## src/rtl/score_tally.sv

```systemverilog
`default_nettype none
// ============================================================================
// Module      : score_tally
// Description : Scoring back end for the dropper lanes. Edge-detects each
//               lane's done level, classifies the resolved note as hit or
//               miss, and keeps total score, combo, max combo, hit/miss
//               counts and song state (IDLE / PLAY / SUMMARY).
// Revision    : 1.0 - initial release
// ----------------------------------------------------------------------------
// Ports:
//   frame_clk   in   1        frame clock, one tick per video frame
//   Reset       in   1        synchronous active-high reset
//   keycode     in   8        USB keycode: 8'h2c start, 8'h01 back to idle
//   done_vec    in   N_LANES  per-lane level, high while dropper is in End
//   score_vec   in   N_LANES  per-lane hit flag, sampled when done rises
//   total_score out  16       accumulated points, saturating at SCORE_MAX
//   combo       out  8        consecutive hits since last miss (sat 255)
//   max_combo   out  8        highest combo this song
//   hit_count   out  8        hits this song (sat 255)
//   miss_count  out  8        misses this song (sat 255)
//   playing     out  1        high in PLAY
//   game_over   out  1        high in SUMMARY
//   grade       out  2        3=S 2=A 1=B 0=C, valid in SUMMARY
// Configuration:
//   SCORE_TALLY_GRADE_EN  when defined, grade is derived from the frozen
//                         counters in SUMMARY; otherwise grade is 0.
// ============================================================================
module score_tally #(
  parameter int          N_LANES      = 8,
  parameter int          BASE_PTS     = 10,
  parameter int          COMBO_THRESH = 5,
  parameter logic [15:0] SCORE_MAX    = 16'hFFFF
) (
  input  logic               frame_clk,
  input  logic               Reset,
  input  logic [7:0]         keycode,
  input  logic [N_LANES-1:0] done_vec,
  input  logic [N_LANES-1:0] score_vec,
  output logic [15:0]        total_score,
  output logic [7:0]         combo,
  output logic [7:0]         max_combo,
  output logic [7:0]         hit_count,
  output logic [7:0]         miss_count,
  output logic               playing,
  output logic               game_over,
  output logic [1:0]         grade
);

  localparam int          c_cw      = $clog2(N_LANES + 1);
  localparam logic [31:0] c_thresh  = COMBO_THRESH;
  localparam logic [31:0] c_pts_lo  = BASE_PTS;
  localparam logic [31:0] c_pts_hi  = 2 * BASE_PTS;
  localparam logic [7:0]  c_key_go  = 8'h2c;
  localparam logic [7:0]  c_key_rtn = 8'h01;

  typedef enum logic [1:0] {
    ST_IDLE    = 2'd0,
    ST_PLAY    = 2'd1,
    ST_SUMMARY = 2'd2
  } state_t;

  state_t             state_q, state_d;
  logic [15:0]        total_q, total_d;
  logic [7:0]         combo_q, combo_d;
  logic [7:0]         max_q, max_d;
  logic [7:0]         hit_q, hit_d;
  logic [7:0]         miss_q, miss_d;
  logic [N_LANES-1:0] done_prev_q, done_prev_d;

  logic [N_LANES-1:0] w_rise;
  logic [c_cw-1:0]    w_nh, w_nm;
  logic [31:0]        w_pts, w_sum;
  logic [7:0]         w_combo_pk;

  function automatic logic [c_cw-1:0] popcnt(input logic [N_LANES-1:0] v);
    logic [c_cw-1:0] cnt;
    cnt = '0;
    for (int i = 0; i < N_LANES; i++) begin
      cnt = cnt + {{(c_cw-1){1'b0}}, v[i]};
    end
    return cnt;
  endfunction

  function automatic logic [7:0] sat8(input logic [7:0] a, input logic [c_cw-1:0] n);
    logic [8:0] s;
    s = {1'b0, a} + 9'(n);
    return s[8] ? 8'hFF : s[7:0];
  endfunction

  assign w_rise     = done_vec & ~done_prev_q;
  assign w_nh       = popcnt(w_rise & score_vec);
  assign w_nm       = popcnt(w_rise & ~score_vec);
  // Every hit in a frame is priced off the combo held at the start of it.
  assign w_pts      = (32'(combo_q) >= c_thresh) ? c_pts_hi : c_pts_lo;
  assign w_sum      = 32'(total_q) + (32'(w_nh) * w_pts);
  // Peak combo including this frame's hits, before any miss clears it.
  assign w_combo_pk = sat8(combo_q, w_nh);

  always_ff @(posedge frame_clk) begin
    if (Reset) begin
      state_q     <= ST_IDLE;
      total_q     <= '0;
      combo_q     <= '0;
      max_q       <= '0;
      hit_q       <= '0;
      miss_q      <= '0;
      done_prev_q <= '0;
    end else begin
      state_q     <= state_d;
      total_q     <= total_d;
      combo_q     <= combo_d;
      max_q       <= max_d;
      hit_q       <= hit_d;
      miss_q      <= miss_d;
      done_prev_q <= done_prev_d;
    end
  end

  always_comb begin
    state_d     = state_q;
    total_d     = total_q;
    combo_d     = combo_q;
    max_d       = max_q;
    hit_d       = hit_q;
    miss_d      = miss_q;
    // Tracking done_vec in every state means lanes already high when play
    // starts produce no rising edge.
    done_prev_d = done_vec;

    case (state_q)
      ST_IDLE: begin
        total_d = '0;
        combo_d = '0;
        max_d   = '0;
        hit_d   = '0;
        miss_d  = '0;
        if (keycode == c_key_go) state_d = ST_PLAY;
      end
      ST_PLAY: begin
        if (keycode == c_key_rtn) begin
          state_d = ST_IDLE;
          total_d = '0;
          combo_d = '0;
          max_d   = '0;
          hit_d   = '0;
          miss_d  = '0;
        end else begin
          total_d = (w_sum > 32'(SCORE_MAX)) ? SCORE_MAX : w_sum[15:0];
          hit_d   = sat8(hit_q, w_nh);
          miss_d  = sat8(miss_q, w_nm);
          combo_d = (w_nm != '0) ? 8'd0 : w_combo_pk;
          max_d   = (w_combo_pk > max_q) ? w_combo_pk : max_q;
          if (&done_vec) state_d = ST_SUMMARY;
        end
      end
      ST_SUMMARY: begin
        if (keycode == c_key_rtn) begin
          state_d = ST_IDLE;
          total_d = '0;
          combo_d = '0;
          max_d   = '0;
          hit_d   = '0;
          miss_d  = '0;
        end
      end
      default: state_d = ST_IDLE;
    endcase
  end

  assign total_score = total_q;
  assign combo       = combo_q;
  assign max_combo   = max_q;
  assign hit_count   = hit_q;
  assign miss_count  = miss_q;
  assign playing     = (state_q == ST_PLAY);
  assign game_over   = (state_q == ST_SUMMARY);

`ifdef SCORE_TALLY_GRADE_EN
  logic [9:0] w_total;
  logic [9:0] w_miss4;
  logic [9:0] w_miss2;

  assign w_total = {2'b00, hit_q} + {2'b00, miss_q};
  assign w_miss4 = {miss_q, 2'b00};
  assign w_miss2 = {1'b0, miss_q, 1'b0};

  always_comb begin
    grade = 2'd0;
    if (game_over) begin
      if (miss_q == 8'd0 && w_total != 10'd0) grade = 2'd3;
      else if (w_miss4 <= w_total)            grade = 2'd2;
      else if (w_miss2 <= w_total)            grade = 2'd1;
      else                                    grade = 2'd0;
    end
  end
`else
  assign grade = 2'b00;
`endif

endmodule
`default_nettype wire

```

## config.mk

```make
export PLATFORM = sky130hd
export DESIGN_NAME = score_tally
export DESIGN_NICKNAME = d
export VERILOG_FILES = /design/src/rtl/score_tally.sv
export SDC_FILE = /design/constraint.sdc
export NUM_CORES = 1
export LEC_CHECK = 0
export CAP_MARGIN = 40
export CORE_MARGIN = 2
export CORE_UTILIZATION = 49
export CTS_CLUSTER_DIAMETER = 80
export DETAILED_ROUTE_END_ITERATION = 16
export PLACE_DENSITY = 0.83
export SETUP_SLACK_MARGIN = 0.05
export SYNTH_ARGS = -nofsm -noshare
export SYNTH_HDL_FRONTEND = slang
export SYNTH_SLANG_ARGS = --single-unit
```

## constraint.sdc

```tcl
create_clock -name frame_clk -period 6.28 [get_ports frame_clk]
set_input_delay 0.628 -clock frame_clk [delete_from_list [all_inputs] [get_ports frame_clk]]
set_output_delay 0.628 -clock frame_clk [all_outputs]
set_load 0.1 [all_outputs]
```

==> results.sh, run 1 <==
export IMPL_max_cap_viol_count=0
export IMPL_top_usage_layer="met2"
export IMPL_groute_layer_met1_usage=0.340
export IMPL_power_frac_seq=0.346
export IMPL_first_iter_violations=265
export IMPL_portBuffers=75
export IMPL_comb_power_share=0.285
export IMPL_fin_crit_ns=6.06
export IMPL_seq_area_frac_synth=0.266
export IMPL_rows=34
export IMPL_min_path_type="flop to flop"
export IMPL_ys_async_sr_fraction=0
export IMPL_fp_coreArea_sq_um=8680
export IMPL_h_tree_depth=3
export IMPL_first_pass_iters=5
export IMPL_hpwlAfterDp_um=9540
export IMPL_cts_tree="done"
export IMPL_peakVddDrop_mv=0.116
export IMPL_synth_area_sq_um=4360
export IMPL_antenna_left=0
export IMPL_grt_util_met3=0.0451
export IMPL_final_util=0.756
export IMPL_p_leak_uw=0.00286
export IMPL_switching_share=0.305
export IMPL_critPathMaxFanout=4
export IMPL_gp_congestion=0.916
export IMPL_cts_root_buf="clkbuf_8"
export IMPL_period_share=0.964
export IMPL_clkSlewWorstSetupHoldPaths_ns=0.07
export IMPL_layout_commonest_cell="clkdlybuf4s50_1"
export IMPL_tightestPinTransition_ns=0.857
export IMPL_dieArea_sq_um=9670
export IMPL_grt_max_degree=39
export IMPL_final_max_slew_viol_count=0
export IMPL_synth_cell_type_count=67
export IMPL_crit_type="input port to flop"
export IMPL_avgSynthCellArea_sq_um=8.61
export IMPL_vias_per_cell=5.83
export IMPL_boundaryPins=78
export IMPL_setup_worst_path_end_class="flop"
export IMPL_hold_viol=0
export IMPL_synth_seq_cells=58
export IMPL_p_switching_uw=327
export IMPL_overflow=0
export IMPL_drive_gt1_frac=0.218
export IMPL_fp_dieH_um=98.4
export IMPL_max_slew_margin=0.428
export IMPL_grt_pass1_wl_um=21600
export IMPL_diodes=0
export IMPL_setup_violations=0
export IMPL_p_int_uw=747
export IMPL_clock_latency_ns=0.35
export IMPL_rsz0062_at_grt="no"
export IMPL_dieWidth_um=98.4
export IMPL_cts_sinks=58
export IMPL_antenna_found_initial=0
export IMPL_clock_skew_final_ns=0.00525
export IMPL_p_per_area_nw_per_um2=164
export IMPL_required_ns=6.52
export IMPL_start_kind="input port"
export IMPL_arrival_ns=6.30
export IMPL_grt_use_met2=0.467
export IMPL_area_delta_synth_final_pct=50.3
export IMPL_drc=0
export IMPL_whs_ns=0.472
export IMPL_groute_usage_overall=0.271
export IMPL_synth_area_leaders="dfxtp_1 (27%), ha_1 (12%), fa_1 (8.3%)"
export IMPL_yosys_warnings=0
export IMPL_synth_top_area_cell="dfxtp_1"
export IMPL_synth_cells=507
export IMPL_wl_um=13200
export IMPL_wl_per_cell_um=16.9
export IMPL_start_util=0.503
export IMPL_post_place_cells=760
export IMPL_status="completed"
export IMPL_clock_path_buffers=2
export IMPL_grt_pass1_vias=4593
export IMPL_clock_fmax_mhz=165
export IMPL_clkPwrFrac=0.369
export IMPL_fin_cells=779
export IMPL_netlist_area_leader_share=0.266
export IMPL_cts_hold_buffers=0
export IMPL_fin_nets=752
export IMPL_vias=4543
export IMPL_final_cell_mix="clkdlybuf4s50_1 (69), dfxtp_1 (58), buf_8 (48)"
export IMPL_synth_edf_count=0
export IMPL_cts_inserted_buffers=9
export IMPL_synthFlopType="dfxtp_1"
==> state kept, by name, indices dropped and copies added (netlist names) <==
name         count
hit_count        8
miss_count       8
max_combo        8
combo            8
done_prev_q      8
total_score     16
state_q          2
==> layout make-up <==
class / count / area [sq um]
multi-input combinational: 384 / 3050
fill: 561 / 2120
timing repair buffer: 167 / 1820
sequential: 58 / 1160
inverter: 46 / 173
clock buffer: 11 / 141
tap: 108 / 135
clock inverter: 5 / 77.6
==> power by group through the flow <==
| stage | clock network, uW | registers [uW] | logic [uW] |
|---|---|---|---|
| 2_1_floorplan | 0 | 381 | 186 |
| 3_3_place_gp | 0 | 380 | 265 |
| 3_5_place_dp | 0 | 380 | 277 |
| 4_1_cts | 396 | 372 | 289 |
| 5_1_grt | 418 | 372 | 338 |
| 6_report | 396 | 372 | 306 |
==> through the flow <==
stage	TNS (ns)	cell area (sq um)	setup WS [ns]	total power, uW
floorplan	0	4410	0.246	567
global placement	-8.13	5480	-0.520	645
detailed placement	-10.95	6260	-0.637	657
CTS	0	6510	0.0752	1060
global route	0	6560	0.0227	1130
finish	0	6560	0.224	1070
==> worst max-delay path, cell delays in order <==
cell and delay (ns):
clkbuf_2 0.09, and3b_1 0.19, fa_1 0.55, inv_2 0.04, fa_1 0.45, fa_1 0.51, inv_1 0.05, ha_2 0.20
fa_2 0.38, xnor2_2 0.17, inv_1 0.07, mux2_4 0.29, ha_4 0.27, inv_2 0.04, fa_1 0.48, fa_1 0.55
inv_2 0.05, ha_4 0.22, o211ai_1 0.23, o21ai_2 0.10, a31o_2 0.27, a22o_1 0.18, a221o_1 0.28
==> per-layer routing <==
metal / vias to the layer above / wire (um)
met5: - / 0
met4: 0 / 282
met3: 27 / 795
met2: 193 / 6740
met1: 2168 / 5370
li1: 2155 / -
==> cell usage after synthesis (all sizes together), types with 9 or more instances <==
cell and instances:
inv 46, a22oi 12, o21ai 37, nor2b 20, ha 42, nand2 35, a21o 9, fa 18
dfxtp 58, nand3 9, nor2 21, a21oi 38, clkbuf 16
==> kinds of logic after synthesis <==
family | synth area share
adders and majority gates | 0.203
muxes | 0.00774
other | 0.00172
AOI/OAI and AO/OA | 0.242
buffers and inverters | 0.0614
DFF | 0.266
and+or+nand+nor | 0.196
xor gates and xnor gates | 0.0221
==> path summary, 6_finish.rpt <==
| kind | to | slack (ns) | cells after the start | startpoint |
|---|---|---|---|---|
| max reg2reg | total_score[15] | 0.27 | 22 | done_prev_q[0] |
| max | total_score[15] | 0.22 | 23 | score_vec[0] |
| min reg2reg | hit_count[3] | 0.47 | 2 | hit_count[3] |
| min | hit_count[3] | 0.47 | 2 | hit_count[3] |
==> timing repair <==
action | CTS | global route
resized for setup | 16 | 17
pin swaps | 15 | 20
gates cloned | 0 | 1
setup endpoints to repair | 16 | 16
setup buffers | 0 | 2
No activity file was read; power rests on OpenSTA's default activity.
==> run 2: changes to the inputs <==
CORE_UTILIZATION = 55   (was 49)
DONT_BUFFER_PORTS = 1   (was default)
PLACE_DENSITY = 0.78   (was 0.83)
==> results.sh, run 2 (synthesized netlist as in run 1, its figures left out) <==
export IMPL_grt_util_met3=0.0371
export IMPL_wl_um=11900
export IMPL_fin_nets=654
export IMPL_clock_skew_final_ns=0.00830
export IMPL_gp_congestion=0.861
export IMPL_drive_gt1_frac=0.201
export IMPL_h_tree_depth=3
export IMPL_antenna_left=0
export IMPL_max_slew_margin=0.381
export IMPL_finalPower_uw=987
export IMPL_arrival_ns=6.32
export IMPL_first_pass_iters=5
export IMPL_drc=0
export IMPL_p_leak_uw=0.00248
export IMPL_clock_fmax_mhz=164
export IMPL_cp_cell_sequence="and3b_2 > fa_1 > inv_1 > fa_1 > fa_1 > inv_1 > ha_2 > fa_2 > xnor2_2 > inv_1 > mux2_2 > ha_1 > inv_1 > fa_1 > fa_1 > inv_1 > ha_4 > nor2b_2 > o31ai_4 > a21oi_2 > a22o_1 > a221o_1"
export IMPL_min_path_type="input port to flop"
export IMPL_crit_family="adder cells"
export IMPL_clkSlewWorstSetupHoldPaths_ns=0.07
export IMPL_final_util=0.736
export IMPL_slowest_delay_ns=0.55
export IMPL_peakVddDrop_mv=0.109
export IMPL_cts_tree="done"
export IMPL_overflow=0
export IMPL_status="completed"
export IMPL_period_share=0.969
export IMPL_start_util=0.568
export IMPL_fin_crit_ns=6.09
export IMPL_setup_worst_path_end_class="flop"
export IMPL_hold_viol=0
export IMPL_dp_slack_ns=-0.181
export IMPL_setup_ws_ns=0.194
export IMPL_vias=4128
export IMPL_rows=32
export IMPL_boundaryPins=78
export IMPL_portBuffers=0
export IMPL_whs_ns=0.348
export IMPL_dieWidth_um=93.1
export IMPL_first_iter_violations=384
export IMPL_grt_use_met2=0.485
export IMPL_cts_inserted_buffers=9
export IMPL_wl_per_cell_um=17.6
export IMPL_area_delta_synth_final_pct=29.7
export IMPL_fp_dieH_um=93.1
export IMPL_cts_root_buf="clkbuf_8"
export IMPL_final_max_slew_viol_count=0
export IMPL_crit_type="flop to flop"
export IMPL_setup_violations=0
export IMPL_dieArea_sq_um=8660
export IMPL_r2r_setup_slack_ns=0.19
export IMPL_required_ns=6.51
export IMPL_tightestPinTransition_ns=0.921
export IMPL_max_cap_viol_count=0
export IMPL_fin_setup_tns_ns=0
export IMPL_fp_coreArea_sq_um=7690
export IMPL_p_per_area_nw_per_um2=175
export IMPL_clock_latency_ns=0.35
export IMPL_grt_pass1_vias=4141
export IMPL_layout_commonest_cell="dfxtp_1"
export IMPL_groute_layer_met1_usage=0.379
export IMPL_start_kind="flop"
export IMPL_vias_per_cell=6.12
export IMPL_largest_reg_flops=16
export IMPL_cts_sinks=58
export IMPL_cts_hold_buffers=0
export IMPL_path_buf_inv=5
export IMPL_rsz0062_at_grt="yes"
export IMPL_top_usage_layer="met2"
export IMPL_grt_pass1_wl_um=19800
export IMPL_grt_max_degree=39
export IMPL_critPathMaxFanout=5
export IMPL_diodes=0
export IMPL_slowest_stage="fa_1"
export IMPL_final_cell_mix="dfxtp_1 (58), inv_1 (46), ha_1 (39)"
export IMPL_hpwlAfterDp_um=8820
export IMPL_groute_usage_overall=0.287
export IMPL_antenna_found_initial=0
export IMPL_clock_path_buffers=2
-- run 2: area by class of cell --
class / instances / area (sq um)
clock inverters: 2 / 35.0
inverters: 46 / 173
well taps: 102 / 128
flip-flops and latches: 58 / 1160
fillers: 544 / 2030
multi-input cells: 384 / 3010
clock buffers: 14 / 163
repair buffers: 69 / 986
-- run 2: path summary, 6_finish.rpt --
| check | from | endpoint | depth (start not counted) |
|---|---|---|---|
| max | done_prev_q[0] | total_score[15] | 22 |
| min | Reset | state_q[1] | 1 |
| max reg2reg | done_prev_q[0] | total_score[15] | 22 |
| min reg2reg | total_score[0] | total_score[0] | 2 |
-- run 2: repair_timing --
| item | CTS | global route |
|---|---|---|
| gates resized for setup | 0 | 8 |
| hold endpoints to repair | 0 | 0 |
| setup endpoints to repair | 0 | 16 |
| buffers inserted | 0 | 1 |
-- run 2: through the flow --
step	std cells	area [sq um]
final	675	5660
after detailed placement	658	5420
after floorplan	510	4410
after global routing	675	5660
after global placement	613	4610
after CTS	674	5620
-- run 2: report_power, final --
group          switching, uW  total [uW]  leakage (uW)  internal (uW)
logic                    142         256       0.00191            115
clock network            154         359      0.000101            205
registers               1.41         372      0.000469            371
total                    297         987       0.00248            690
-- run 2: layer usage --
| layer | up-vias | part of all wire |
|---|---|---|
| met4 | 0 | 0.024 |
| li1 | 1960 | - |
| met1 | 1965 | 0.42 |
| met5 | - | 0 |
| met2 | 176 | 0.50 |
| met3 | 27 | 0.059 |
-- run 2: worst reg2reg max path, stage by stage, from the launching register on --
cell	delay (ns)
dfxtp_1	0.32
and3b_2	0.22
fa_1	0.55
inv_1	0.06
fa_1	0.46
fa_1	0.49
inv_1	0.04
ha_2	0.19
fa_2	0.35
xnor2_2	0.18
inv_1	0.07
mux2_2	0.28
ha_1	0.28
inv_1	0.05
fa_1	0.48
fa_1	0.49
inv_1	0.06
ha_4	0.24
nor2b_2	0.17
o31ai_4	0.28
a21oi_2	0.14
a22o_1	0.25
a221o_1	0.31
